<file path="config.mk">
export PLATFORM = sky130hd
export DESIGN_NAME = djb2_verify
export DESIGN_NICKNAME = d
export VERILOG_FILES = /design/src/rtl/djb2_pkg.sv /design/src/rtl/djb2_step.sv /design/src/rtl/djb2_verify.sv
export SDC_FILE = /design/constraint.sdc
export NUM_CORES = 1
export LEC_CHECK = 0
export BUFFER_PORTS_ARGS = -buffer_cell sky130_fd_sc_hd__buf_2
export CORE_MARGIN = 2
export CORE_UTILIZATION = 43
export CTS_CLUSTER_SIZE = 25
export DETAILED_ROUTE_END_ITERATION = 12
export PLACE_DENSITY_LB_ADDON = 0.08
export SYNTH_ARGS = -nofsm -noshare
export SYNTH_HDL_FRONTEND = slang
export SYNTH_SLANG_ARGS = --single-unit
</file>
<file path="constraint.sdc">
create_clock -name clk -period 4.4 [get_ports clk]
set_input_delay 0.44 -clock clk [delete_from_list [all_inputs] [get_ports clk]]
set_output_delay 0.44 -clock clk [all_outputs]
set_load 0.05 [all_outputs]
</file>
<file path="src/rtl/djb2_pkg.sv">
// Shared constants and FSM state type for the djb2 message verifier.
package djb2_pkg;

  localparam logic [31:0] DJB2_SEED = 32'd5381;
  localparam logic [31:0] DJB2_MULT = 32'd33;

  typedef enum logic [1:0] {
    IDLE,
    HASH,
    DONE
  } state_t;

endpackage

</file>
<file path="src/rtl/djb2_step.sv">
// One djb2 per-byte update: additive by default, djb2a (XOR) when DJB2_XOR_EN is defined.
module djb2_step
  import djb2_pkg::*;
(
  input  logic [31:0] hash_in,
  input  logic [7:0]  byte_in,
  output logic [31:0] hash_out
);

  logic [31:0] scaled;

  assign scaled = hash_in * DJB2_MULT;

`ifdef DJB2_XOR_EN
  assign hash_out = scaled ^ {24'd0, byte_in};
`else
  assign hash_out = scaled + {24'd0, byte_in};
`endif

endmodule

</file>
<file path="src/rtl/djb2_verify.sv">
// Streams a message through djb2 and compares the digest with a latched expected value.
// Optional djb2a variant selected by macro DJB2_XOR_EN (see djb2_step).
module djb2_verify
  import djb2_pkg::*;
#(
  parameter int unsigned LEN_W = 16
) (
  input  logic             clk,
  input  logic             rst,
  input  logic             start,
  input  logic [31:0]      exp_hash,
  input  logic [7:0]       in_byte,
  input  logic             in_valid,
  input  logic             in_last,
  output logic             in_ready,
  output logic             busy,
  output logic             done,
  output logic             match,
  output logic [31:0]      hash_out,
  output logic [LEN_W-1:0] len_out,
  output logic             err
);

  state_t             state;
  logic [31:0]        hash_acc;
  logic [31:0]        exp_lat;
  logic [LEN_W-1:0]   len_cnt;
  logic               err_acc;

  logic               accept;
  logic [31:0]        hash_nxt;
  logic [LEN_W-1:0]   len_nxt;
  logic               err_nxt;

  djb2_step u_step (
    .hash_in  (hash_acc),
    .byte_in  (in_byte),
    .hash_out (hash_nxt)
  );

  assign accept = (state == HASH) && in_valid;

  // Length saturates at all-ones; the overflow is remembered in err.
  always_comb begin
    len_nxt = len_cnt;
    err_nxt = err_acc;
    if (&len_cnt) begin
      err_nxt = 1'b1;
    end else begin
      len_nxt = len_cnt + 1'b1;
    end
  end

  always_ff @(posedge clk) begin
    if (rst) begin
      state    <= IDLE;
      hash_acc <= '0;
      exp_lat  <= '0;
      len_cnt  <= '0;
      err_acc  <= 1'b0;
      in_ready <= 1'b0;
      busy     <= 1'b0;
      done     <= 1'b0;
      match    <= 1'b0;
      hash_out <= '0;
      len_out  <= '0;
      err      <= 1'b0;
    end else begin
      done <= 1'b0;
      case (state)
        IDLE: begin
          if (start) begin
            exp_lat  <= exp_hash;
            hash_acc <= DJB2_SEED;
            len_cnt  <= '0;
            err_acc  <= 1'b0;
            state    <= HASH;
            in_ready <= 1'b1;
            busy     <= 1'b1;
          end
        end
        HASH: begin
          if (accept) begin
            hash_acc <= hash_nxt;
            len_cnt  <= len_nxt;
            err_acc  <= err_nxt;
            if (in_last) begin
              // Results are published from the same next-values that update the accumulators.
              state    <= DONE;
              done     <= 1'b1;
              in_ready <= 1'b0;
              hash_out <= hash_nxt;
              len_out  <= len_nxt;
              err      <= err_nxt;
              match    <= (hash_nxt == exp_lat);
            end
          end
        end
        DONE: begin
          state <= IDLE;
          busy  <= 1'b0;
        end
        default: begin
          state    <= IDLE;
          in_ready <= 1'b0;
          busy     <= 1'b0;
        end
      endcase
    end
  end

endmodule

</file>
==> impl_metrics.py <==
metrics = {
    "placed_design": {
        "dpl.hpwl_mm": 18.2,
        "place.gp.congestion": 0.892,
        "place_area_um2": 9890,
        "port_buffers": 97,
    },
    "route": {
        "first_pass_iters": 6,
        "ant_nets": 0,
        "finalWirelength_mm": 24.6,
        "wire_per_inst_um": 16.7,
        "route.vias.total": 7999,
        "vias_per_cell": 5.42,
        "drc": 0,
        "drt-initial-drc-count": 639,
    },
    "critical_path": {
        "path_common_cell": "ha_4",
        "critical-path-top-delay-family": "adder cells",
        "arrival_ps": 4650,
        "max_stage_delay_ps": 480,
        "path_depth": 16,
        "worstSetupStartpoint": "hash_acc[7]",
        "path_buf_inv": 3,
        "worstRegToRegCells": 16,
        "endpoint_kind": "register",
        "endpoint": "match",
        "start_kind": "register",
        "r2r_end": "match",
        "worst_ep_required_time_ps": 4750,
        "path_class": "reg -> reg",
        "reg2reg_slack_ps": 100,
        "worstReg2RegStart": "hash_acc[7]",
        "crit_chain": "ha_4, ha_4, fa_1, ha_4, buf_6, buf_4, nand4_1, buf_4, a31o_1, o21ai_2, xnor2_1, a2111oi_1, nand4_1, or4_1, or4_4, o31ai_2",
        "critPathSlowestCell": "fa_1",
        "crit_fanout": 5,
    },
    "synthesis": {
        "yosysTopAreaCellShare": 0.312,
        "synth_edf_count": 0,
        "synth_fp_nets": 1219,
        "syn_area_um2": 8740,
        "syn_inst": 1060,
        "synth-seq-area-share": 0.312,
        "synthArstFlopShare": 0,
        "synth_top_area_cell": "dfxtp_1",
        "avgSynthCellArea_um2": 8.24,
        "netlist_top_cells_area": "dfxtp_1 (31%), ha_1 (16%), nand2_1 (7.5%)",
        "ys.flop_type": "dfxtp_1",
        "ys_ff_latch": 136,
        "yosys.cell_types.count": 70,
        "yosys_warnings": 0,
    },
    "final_layout": {
        "final_util": 0.530,
        "final_cell_mix": "nand2_1 (175), dfxtp_1 (131), a21oi_1 (109), nor2_1 (106), ha_1 (106)",
        "fillers": 1999,
        "finalNetCount": 1352,
        "final_cell_area_um2": 10600,
        "final_layout_size_suffix_gt1_frac": 0.206,
        "area_growth_syn_to_layout_pct": 21.9,
        "final_common_cell": "nand2_1",
        "n_antenna_cell": 0,
    },
    "global_routing": {
        "grt_max_degree": 92,
        "antenna_found_initial": 0,
        "grt_pass1_vias": 7272,
        "grt_overflow": 0,
        "grt_pass1_wl_mm": 38.8,
        "grt_usage": 0.230,
    },
    "floorplan": {
        "die-area_um2": 21500,
        "die_w_um": 147,
        "core_um2": 20100,
        "start_util": 0.435,
        "rows": 52,
        "io_pins": 98,
        "die_h_um": 147,
    },
    "sta": {
        "fmax_mhz": 232,
        "setup-tns-final_ps": 0,
        "fin_crit_ps": 4300,
        "holdWs_ps": 237,
        "setup_viol": 0,
        "hold_viol": 0,
        "min_period_over_period": 0.978,
        "timing.final.max_slew_violations": 0,
        "worstMarginPinSlew_ps": 964,
        "rsz0062_at_grt": "yes",
        "finClkSkew_ps": 10.9,
        "relSlewSlack": 0.356,
    },
    "power_and_ir_drop": {
        "powerDensity_nw_per_um2": 325,
        "ir_drop_v": 0.000250,
        "design_power_total_mw": 3.46,
        "power_leakage_nw": 4.86,
    },
    "worst_hold_path": {
        "worstHoldStart": "exp_hash[2]",
        "worstHoldPathType": "in -> reg",
    },
    "clock_network": {
        "cts_buffer_depth": 2,
        "h-tree-depth": 4,
        "clock-sinks": 136,
        "cts_tree": "built",
        "clockRootBuffer": "clkbuf_16",
        "clk_latency_ps": 430,
        "clk_pin_slew_worst_paths_ps": 70,
        "hold_buffers": 0,
        "cts_buffers": 17,
    },
    "job": {
        "cap_violations": 0,
    },
    "outcome": {
        "outcome": "completed",
    },
}
-- area by class of cell --
| type | count | area, um2 | area share |
|---|---|---|---|
| multi-input cells | 850 | 5840 | 0.548 |
| flip-flops and latches | 136 | 2730 | 0.256 |
| repair buffers | 178 | 1100 | 0.103 |
| clock buffers | 17 | 425 | 0.0400 |
| well taps | 270 | 338 | 0.0317 |
| clock inverters | 15 | 179 | 0.0168 |
| inverters | 10 | 37.5 | 0.00353 |
-- metrics by stage --
stage	instances	setup slack [ps]
global route	1476	-65.3
finish	1476	97.8
floorplan	1060	181
CTS	1474	0.847
detailed placement	1441	-192
global placement	1441	-85.9
-- state kept, by name, indices dropped and copies added (netlist names), 2 cells and up --
name,cells
exp_lat,32
hash_acc,32
hash_out,32
len_cnt,16
len_out,16
state,2
-- worst reg2reg max path, cell delays in order (launching register included) --
cell	delay, ps
dfxtp_1	370
ha_4	230
ha_4	230
fa_1	480
ha_4	300
buf_6	110
buf_4	130
nand4_1	170
buf_4	190
a31o_1	270
o21ai_2	170
xnor2_1	80
a2111oi_1	350
nand4_1	140
or4_1	400
or4_4	420
o31ai_2	170
-- synth_stat cells, drive strengths merged (9+ instances only) --
master,count
nand3,22
a21oi,113
a21o,10
inv,10
buf,16
a22oi,35
clkbuf,48
nor3,18
xnor2,38
nor2b,9
nand2,175
o21ai,34
dfxtp,136
xor2,22
a211oi,16
nor2,107
nand4,12
ha,112
-- cells by family after synthesis --
| family | synth area share |
|---|---|
| flops | 0.312 |
| xor+xnor | 0.0839 |
| simple gates | 0.201 |
| compound gates | 0.198 |
| buf+inv | 0.0351 |
| fa+ha+maj | 0.165 |
| mux | 0.00573 |
-- worst min path at each step --
| stage | endpoint | slack, ps | cells after the start |
|---|---|---|---|
| final | exp_lat[2] | 240 | 3 |
| after global routing | exp_lat[2] | 230 | 3 |
| after CTS | exp_lat[10] | 220 | 3 |
| after detailed placement | hash_out[24] | 440 | 2 |
| after global placement | hash_out[26] | 440 | 2 |
| after floorplan | exp_lat[11] | 440 | 2 |
-- report_power, final --
group / switching [mW] / leakage, nW / internal [mW] / total, mW
logic: 0.386 / 3.46 / 0.263 / 0.649
clock network: 0.642 / 0.297 / 0.861 / 1.50
registers: 0.0375 / 1.11 / 1.27 / 1.31
-- metal layers --
layer / wire length, um / part of all wire / GRT usage
met5: 0 / 0 / 0
met4: 214 / 0.0087 / 0.0510
met3: 1040 / 0.042 / 0.0400
met2: 10900 / 0.44 / 0.358
met1: 12500 / 0.51 / 0.332
-- repair_timing --
action | CTS | global route
buffers inserted | 1 | 2
gates resized for setup | 4 | 25
pin swaps | 2 | 12
setup endpoints to repair | 1 | 3
Note: power is estimated with default switching activity, not from simulation.
